--- src/rtl/uart_tx_arbiter.sv ---
// uart_tx_arbiter: shares one UART transmitter between N_REQ byte sources.
// Grants rotate round-robin and stay with one source until its last byte has
// gone out. Each byte is handed over as a one-cycle tx_start pulse.
// Optional build macro FRAME_TIMEOUT_EN: a source that stalls mid-frame for
// TIMEOUT_CYC cycles loses the grant and timeout_err pulses.
module uart_tx_arbiter #(
    parameter int N_REQ       = 4,
    parameter int TIMEOUT_CYC = 1024
) (
    input  logic               clk,
    input  logic               rst_n,
    input  logic [N_REQ-1:0]   req_valid,
    input  logic [8*N_REQ-1:0] req_data,
    input  logic [N_REQ-1:0]   req_last,
    output logic [N_REQ-1:0]   req_ready,
    output logic [N_REQ-1:0]   grant,
    output logic [7:0]         tx_data,
    output logic               tx_start,
    input  logic               tx_busy,
    output logic               frame_done,
    output logic               timeout_err
);
    localparam int IW = $clog2(N_REQ);

    typedef enum logic [1:0] {IDLE, LOAD, WAIT_ACK, WAIT_DONE} state_t;

    state_t           state_q, state_d;
    logic [N_REQ-1:0] grant_q, grant_d;
    logic [IW-1:0]    gidx_q, gidx_d;
    logic [IW-1:0]    last_q, last_d;
    logic             is_last_q, is_last_d;
    logic [7:0]       tx_data_q, tx_data_d;
    logic             tx_start_q, tx_start_d;
    logic             frame_done_q, frame_done_d;

    logic [IW-1:0]    cand;
    logic [IW-1:0]    pick;
    logic             pick_vld;
    logic             accept;
    logic             tmo_fire;

    // Rotating-priority pick: first valid requester after the last one served.
    always_comb begin
        cand     = '0;
        pick     = '0;
        pick_vld = 1'b0;
        for (int k = 1; k <= N_REQ; k++) begin
            cand = IW'((int'(last_q) + k) % N_REQ);
            if (!pick_vld && req_valid[cand]) begin
                pick     = cand;
                pick_vld = 1'b1;
            end
        end
    end

    // A byte is consumed only from the owner, in LOAD, with the UART idle.
    assign accept    = (state_q == LOAD) && req_valid[gidx_q] && !tx_busy;
    assign req_ready = accept ? grant_q : '0;

`ifdef FRAME_TIMEOUT_EN
    localparam int CW = $clog2(TIMEOUT_CYC + 1);

    logic [CW-1:0] tmo_q, tmo_d;
    logic          tmo_err_q;

    // Fire on the edge where the stall count would reach TIMEOUT_CYC.
    assign tmo_fire = (state_q == LOAD) && !req_valid[gidx_q] &&
                      (tmo_q == CW'(TIMEOUT_CYC - 1));

    // Stall counter: counts owner-idle cycles in LOAD, restarts on any accept.
    always_comb begin
        tmo_d = tmo_q;
        if (state_q != LOAD || accept || tmo_fire)
            tmo_d = '0;
        else if (!req_valid[gidx_q])
            tmo_d = tmo_q + CW'(1);
    end

    // Stall counter and timeout pulse registers.
    always_ff @(posedge clk or negedge rst_n) begin
        if (!rst_n) begin
            tmo_q     <= '0;
            tmo_err_q <= 1'b0;
        end else begin
            tmo_q     <= tmo_d;
            tmo_err_q <= tmo_fire;
        end
    end

    assign timeout_err = tmo_err_q;
`else
    assign tmo_fire    = 1'b0;
    assign timeout_err = 1'b0;
`endif

    // Next-state and next-output logic of the grant/transmit FSM.
    always_comb begin
        state_d      = state_q;
        grant_d      = grant_q;
        gidx_d       = gidx_q;
        last_d       = last_q;
        is_last_d    = is_last_q;
        tx_data_d    = tx_data_q;
        tx_start_d   = 1'b0;
        frame_done_d = 1'b0;
        case (state_q)
            IDLE: begin
                if (pick_vld) begin
                    grant_d = N_REQ'(1) << pick;
                    gidx_d  = pick;
                    state_d = LOAD;
                end
            end
            LOAD: begin
                if (accept) begin
                    tx_data_d  = req_data[{gidx_q, 3'b000} +: 8];
                    tx_start_d = 1'b1;
                    is_last_d  = req_last[gidx_q];
                    state_d    = WAIT_ACK;
                end else if (tmo_fire) begin
                    last_d  = gidx_q;
                    grant_d = '0;
                    state_d = IDLE;
                end
            end
            WAIT_ACK: begin
                if (tx_busy) state_d = WAIT_DONE;
            end
            WAIT_DONE: begin
                if (!tx_busy) begin
                    if (is_last_q) begin
                        frame_done_d = 1'b1;
                        last_d       = gidx_q;
                        grant_d      = '0;
                        state_d      = IDLE;
                    end else begin
                        state_d = LOAD;
                    end
                end
            end
            default: state_d = IDLE;
        endcase
    end

    // FSM state and registered outputs; reset aborts any frame in flight.
    always_ff @(posedge clk or negedge rst_n) begin
        if (!rst_n) begin
            state_q      <= IDLE;
            grant_q      <= '0;
            gidx_q       <= '0;
            last_q       <= IW'(N_REQ - 1);
            is_last_q    <= 1'b0;
            tx_data_q    <= '0;
            tx_start_q   <= 1'b0;
            frame_done_q <= 1'b0;
        end else begin
            state_q      <= state_d;
            grant_q      <= grant_d;
            gidx_q       <= gidx_d;
            last_q       <= last_d;
            is_last_q    <= is_last_d;
            tx_data_q    <= tx_data_d;
            tx_start_q   <= tx_start_d;
            frame_done_q <= frame_done_d;
        end
    end

    assign grant      = grant_q;
    assign tx_data    = tx_data_q;
    assign tx_start   = tx_start_q;
    assign frame_done = frame_done_q;

endmodule

--- config.mk ---
export PLATFORM = sky130hd
export DESIGN_NAME = uart_tx_arbiter
export DESIGN_NICKNAME = d
export VERILOG_FILES = /design/src/rtl/uart_tx_arbiter.sv
export SDC_FILE = /design/constraint.sdc
export NUM_CORES = 1
export LEC_CHECK = 0
export ABC_AREA = 1
export CAP_MARGIN = 20
export CORE_UTILIZATION = 30
export DETAILED_ROUTE_END_ITERATION = 16
export GPL_ROUTABILITY_DRIVEN = 0
export MAX_ROUTING_LAYER = met4
export SETUP_SLACK_MARGIN = 0.02
export SYNTH_ARGS = -nofsm -noshare
export SYNTH_HDL_FRONTEND = slang
export SYNTH_SLANG_ARGS = --single-unit
--- constraint.sdc ---
create_clock -name clk -period 2.03 [get_ports clk]
set_clock_uncertainty 0.15 [all_clocks]
set_input_delay 0.203 -clock clk [delete_from_list [all_inputs] [get_ports clk]]
set_output_delay 0.203 -clock clk [all_outputs]
set_load 0.01 [all_outputs]
== After elaboration in Yosys (flattened, before gate mapping) ==
Cells that the tools add are included.

* Equality and inequality tests: 8
* Reductions and logical operators: 16
* Order comparisons: 5
* Shift operators: 2
* Multiplexer cells: 36
* Add/sub/neg operators: 4
* Bitwise gates (word level): 1

{| class="wikitable"
|+ Operators with widths
! operator !! count
|-
| 32-bit by 6-bit variable part select with 8-bit output || 1
|-
| 1-bit 2-to-1 mux || 16
|-
| 2-bit 2-to-1 mux || 8
|-
| 4-bit 2-to-1 mux || 4
|-
| 2-bit by 3-bit < comparator with 1-bit output (second input constant) || 5
|-
| 1-bit binary-select mux with 2-bit select || 6
|-
| 2-bit != test (second input constant) || 5
|-
| 2-bit case mux with 4 select lines || 1
|-
| 4-bit case mux with 2 select lines || 1
|-
| 4-bit AND reduction || 2
|-
| 1-bit logical AND || 5
|-
| 2-bit by 1-bit adder with 2-bit output (second input constant) || 2
|-
| 2-bit adder (second input constant) || 2
|-
| 2-bit == test (second input constant) || 2
|-
| 1-bit zero test || 4
|-
| 2-bit AND reduction || 2
|-
| 1-bit by 2-bit << shifter with 4-bit output (first input constant) || 1
|-
| 3-bit AND reduction || 1
|-
| 2-bit by 1-bit == test with 1-bit output (second input constant) || 1
|-
| 2-bit zero test || 1
|-
| 2-bit nonzero test || 1
|-
| 1-bit inverter || 1
|}

* Logic and storage cells: 80
* Flip-flop bits (word level): 21
* Output and inout bits: 19
* Input bits: 43

== Logic depth before layout (Yosys ltp) ==
* Depth after elaboration: 16
* Depth in mapped cells: 15

== Worst setup path after synthesis ==
No wires, ideal clock.

* Kind: reg-to-reg
* Start: register last_q[0]
* End: register state_q[1]
* Path buffers: 2
* Period minus slack after synthesis: 1770 ps
* Data required time: 1761 ps
* Stages on the path, launching flop included: 13
* Data arrival time: 1501 ps
* Setup time: 119 ps
* Slack: 260 ps
* Path through: dfstp_2 -> buf_6 -> inv_4 -> buf_6 -> nand2_2 -> nand2_2 -> nand2_4 -> nand2_4 -> nor2_4 -> nand4_1 -> nand3_2 -> nand2_1 -> o21a_1

* Cells in the longest elaborated chain, start to end: 15
* Elaborated cells on any way between the ends: 24
* Classes of those cells: add/sub: 4; eq/ne: 1; mux: 12; reduce/logical: 7

{| class="wikitable"
|+ Ends and longest elaborated chain
! item !! RTL line !! source
|-
| start: declaration || 30 || <nowiki>logic [IW-1:0] last_q, last_d;</nowiki>
|-
| start signal: assignment || 151 || <nowiki>last_q <= IW'(N_REQ - 1);</nowiki>
|-
| start signal: assignment || 160 || <nowiki>last_q <= last_d;</nowiki>
|-
| 2-bit by 1-bit adder with 2-bit output || 48 || <nowiki>cand = IW'((int'(last_q) + k) % N_REQ);</nowiki>
|-
| 1-bit binary-select mux with 2-bit select || 49 || <nowiki>if (!pick_vld && req_valid[cand]) begin</nowiki>
|-
| 1-bit 2-to-1 mux (not written as such) || 49 ||
|-
| 1-bit 2-to-1 mux || 49 ||
|-
| 1-bit zero test || 49 ||
|-
| 1-bit logical AND || 49 ||
|-
| 1-bit 2-to-1 mux || 49 ||
|-
| 1-bit zero test || 49 ||
|-
| 1-bit logical AND || 49 ||
|-
| 1-bit 2-to-1 mux || 49 ||
|-
| 1-bit zero test || 49 ||
|-
| 1-bit logical AND || 49 ||
|-
| 1-bit 2-to-1 mux (*) || 49 ||
|-
| 2-bit != test (no line) (*) || n/a ||
|-
| 4-bit AND reduction (no line) (*) || n/a ||
|-
| end signal: assignment || 157 || <nowiki>state_q <= state_d;</nowiki>
|-
| end: declaration || 27 || <nowiki>state_t state_q, state_d;</nowiki>
|}

Every way passes the cells marked *; elsewhere a longest branch is shown, timed or not. The select of a mux whose other input is x is not followed.
A chain may end at the register's enable or synchronous reset.

== Worst setup path in the final report ==
* Start: register gidx_q[0]
* End: output port req_ready[1]

* Cells in the longest elaborated chain, start to end: 5

{| class="wikitable"
|+ Ends and longest elaborated chain
! item !! RTL line !! source
|-
| start: declaration || 29 || <nowiki>logic [IW-1:0] gidx_q, gidx_d;</nowiki>
|-
| start signal: assignment || 159 || <nowiki>gidx_q <= gidx_d;</nowiki>
|-
| 1-bit binary-select mux with 2-bit select || 57 || <nowiki>assign accept = (state_q == LOAD) && req_valid[gidx_q] && !tx_busy;</nowiki>
|-
| 1-bit 2-to-1 mux (not written as such) || 57 ||
|-
| 1-bit logical AND (2 in a row) || 57 ||
|-
| 4-bit 2-to-1 mux || 58 || <nowiki>assign req_ready = accept ? grant_q : '0;</nowiki>
|-
| end: declaration || 15 || <nowiki>output logic [N_REQ-1:0] req_ready,</nowiki>
|}

No other way between the ends. The select of a mux whose other input is x is not followed.

==> flow_summary_export.csv <==
group,metric,value,unit
setup_path,cp_slowest_cell,"dfrtp_1",
timing,period_share,94.3,%
floorplanning,initial_utilization,31.3,%
logic_synthesis,async_flop_share,100,%
setup_path,cp_num_buf_inv,3,
place,port_buffers,60,
setup_path,r2r_start,"last_q[0]$_DFFE_PN1P_",
logic_synthesis,synth.avg_cell_area,6.79,um2
detailed_routing,drtIter0Drc,54,
logic_synthesis,synthXorXnorAreaFrac,0,%
logic_synthesis,synth.mux.area_fraction,0.622,%
place,hpwl,3230,um
logic_synthesis,synth_seq_cells,21,
cells_and_area,final_cells,378,
floorplanning,fp.coreArea,5140,um2
logic_synthesis,synth_cell_types,32,
clock_tree,numCtsBuffers,3,
clock_tree,clock_latency,0.26,ns
logic_synthesis,yosys.area_share.adder,3.89,%
cells_and_area,multi_input_area,938,um2
power,p_leak,1.17,nW
timing,slew_violations,0,
cells_and_area,diodes,0,
cells_and_area,drive_above_1_share,15.6,%
clock_tree,cts.path.max_buffers,2,
cells_and_area,syn_to_final_growth,50.0,%
logic_synthesis,synth_area_leaders,"dfrtp_1, nand2_1, nor2_1",
floorplanning,dieArea,5660,um2
global_routing,grt_pass1_vias,1671,
floorplanning,ioPinCount,62,
logic_synthesis,synth_top_family_by_area,"simple AND/OR/NAND/NOR gates",
logic_synthesis,synth_compound_area_share,12.4,%
setup_path,rr_worst_depth,10,
floorplanning,rows,26,
logic_synthesis,syn_inst,237,
timing,hold_slack,0.132,ns
setup_path,endpoint_kind,"output pin",
cells_and_area,nets,357,
timing,hold_viol_final,0,
timing,layout_min_cycle_time,1.91,ns
timing,rsz0062_at_grt,"false",
cells_and_area,nFillCells,561,
clock_tree,cts_hold_buf,0,
floorplanning,die-width,75.3,um
detailed_routing,drc,0,
setup_path,cp.depth,7,
logic_synthesis,synthFlopType,"dfrtp_1",
logic_synthesis,synth.largest_area_cell,"dfrtp_1",
clock_tree,clk_pin_slew,0.08,ns
setup_path,crit_fanout,6,
timing,finalSetupViolations,0,
detailed_routing,drt_wl_total,4230,um
logic_synthesis,synthTopCellsByCount,"nand2_1, nor2_1, dfrtp_1",
global_routing,antenna_found_initial,0,
clock_tree,htree_levels,1,
setup_path,critPathArrivalTime,1.56,ns
logic_synthesis,ys_warn_count,0,
setup_path,crit_chain,"inv_1 > nand2_1 > nand3_1 > nand4_1 > buf_4 > nor2_1 > dlygate4sd2_1",
clock_tree,cts_sinks,21,
logic_synthesis,yosys.area_share.simple,41.2,%
timing,fmax,522,MHz
logic_synthesis,synth_edf_count,0,
worst_hold_path,min_path_type,"input pin to async pin",
setup_path,startpoint_type,"flop",
power,p_per_area,1280,nW/um2
place,post-place-cells,372,
outcome,status,"completed",
global_routing,grt_pass1_wl,7400,um
floorplanning,chipHeight,75.3,um
setup_path,timing.rr.end,"state_q[1]$_DFFE_PN0P_",
detailed_routing,wl_per_cell,11.2,um
clock_tree,cts_root_buffer,"clkbuf_8",
detailed_routing,final_antenna_net_count,0,
setup_path,path_delay_family,"buffers and inverters",
logic_synthesis,ys_seq_area_share,32.8,%
power,ir_worst_vdd,0.000433,V
detailed_routing,vias_per_cell,4.49,
global_routing,grt_max_degree,22,
detailed_routing,dr.pass1.iters,4,
setup_path,critPathRequiredTime,1.68,ns
setup_path,max_stage_delay,0.44,ns
setup_path,startpoint,"gidx_q[0]$_DFFE_PN0P_",
logic_synthesis,yosysTopAreaCellShare,29.5,%
logic_synthesis,syn-cell-area,1610,um2
logic_synthesis,yosysMostFrequentCell,"nand2_1",
setup_path,path_class,"flop to output pin",
global_routing,gr-total-overflow,0,
logic_synthesis,synth_fp_nets,285,
global_routing,track_usage,17.6,%
clock_tree,cts_tree,"yes",
flow_run,max_cap_violations,0,
detailed_routing,vias,1699,
setup_path,r2r_slack,0.16,ns
cells_and_area,register_area,528,um2
## sequential cells by signal, indices dropped and copies added (netlist names)
name,count
tx_data,8
grant,4
gidx_q,2
last_q,2
state_q,2
frame_done,1
is_last_q,1
tx_start,1
## cell usage in the layout (no fill, tap or decap), types with 3 or more instances in the layout
cell,netlist,layout
clkbuf_8,0,3
o32ai_1,9,9
inv_2,4,4
nand2_2,9,9
o21ai_1,3,3
nand2_1,80,80
nand2_4,4,4
nand4_1,5,5
o21ai_0,13,13
ha_1,5,5
dfrtp_1,19,19
clkdlybuf4s50_1,0,56
nor2_1,33,33
buf_4,1,17
dlygate4sd2_1,0,4
nand3_1,9,9
inv_1,16,16
## per-layer routing
metal | vias to the layer above | track usage, % | part of all wire (%)
li1 | 897 | - | -
met1 | 748 | 23.0 | 49
met2 | 47 | 28.4 | 45
met3 | 7 | 3.21 | 5.1
met4 | 0 | 4.32 | 1.3
met5 | - | - | 0
## what timing repair did
action / in CTS / in global routing
setup buffers: 0 / 2
setup endpoints to repair: 4 / 6
resized for setup: 4 / 1
## report_power, final
group / switching [mW] / leakage, nW / internal, mW / total (mW)
Clock: 0.144 / 0.0217 / 0.139 / 0.283
Combinational: 1.18 / 0.882 / 0.878 / 2.06
Sequential: 0.137 / 0.264 / 0.605 / 0.742
## per-stage QoR
stage / setup slack (ns) / setup TNS, ns / cell area, um2 / power, mW / utilization [%]
6_report: 0.116 / 0 / 2410 / 3.08 / 47.0
5_1_grt: 0.0247 / 0 / 2410 / 3.40 / 47.0
4_1_cts: 0.0982 / 0 / 2400 / 3.09 / 46.6
3_5_place_dp: -0.120 / -0.802 / 2350 / 2.79 / 45.8
3_3_place_gp: -0.0979 / -0.565 / 2350 / 2.78 / 45.8
2_1_floorplan: 0.260 / 0 / 1610 / 2.15 / -
## cell families (layout without fill, tap and decap cells)
logic type               after synthesis  after routing
other                                  1              1
multiplexers                           1              1
flip-flops                            21             21
AND/OR/NAND/NOR                      147            147
adder cells (fa/ha/maj)                5              5
buffers and inverters                 32            103
AO/OA/AOI/OAI                         30             30
## cell type report
class / instances / share of cell area, %
flip-flops and latches: 21 / 21.9
clock inverters: 1 / 0.311
clock buffers: 3 / 1.71
repair buffers: 77 / 29.9
inverters: 22 / 3.68
multi-input cells: 184 / 38.9
well taps: 70 / 3.63
## how the worst max path moves through the flow
stage                        endpoint  slack [ns]
5_1_grt                  req_ready[2]        0.02
3_3_place_gp             req_ready[3]        -0.1
6_report                 req_ready[1]        0.12
3_5_place_dp             req_ready[2]       -0.12
4_1_cts                  req_ready[1]         0.1
2_1_floorplan  state_q[1]$_DFFE_PN0P_        0.26
No activity file was read; power rests on OpenSTA's default activity.
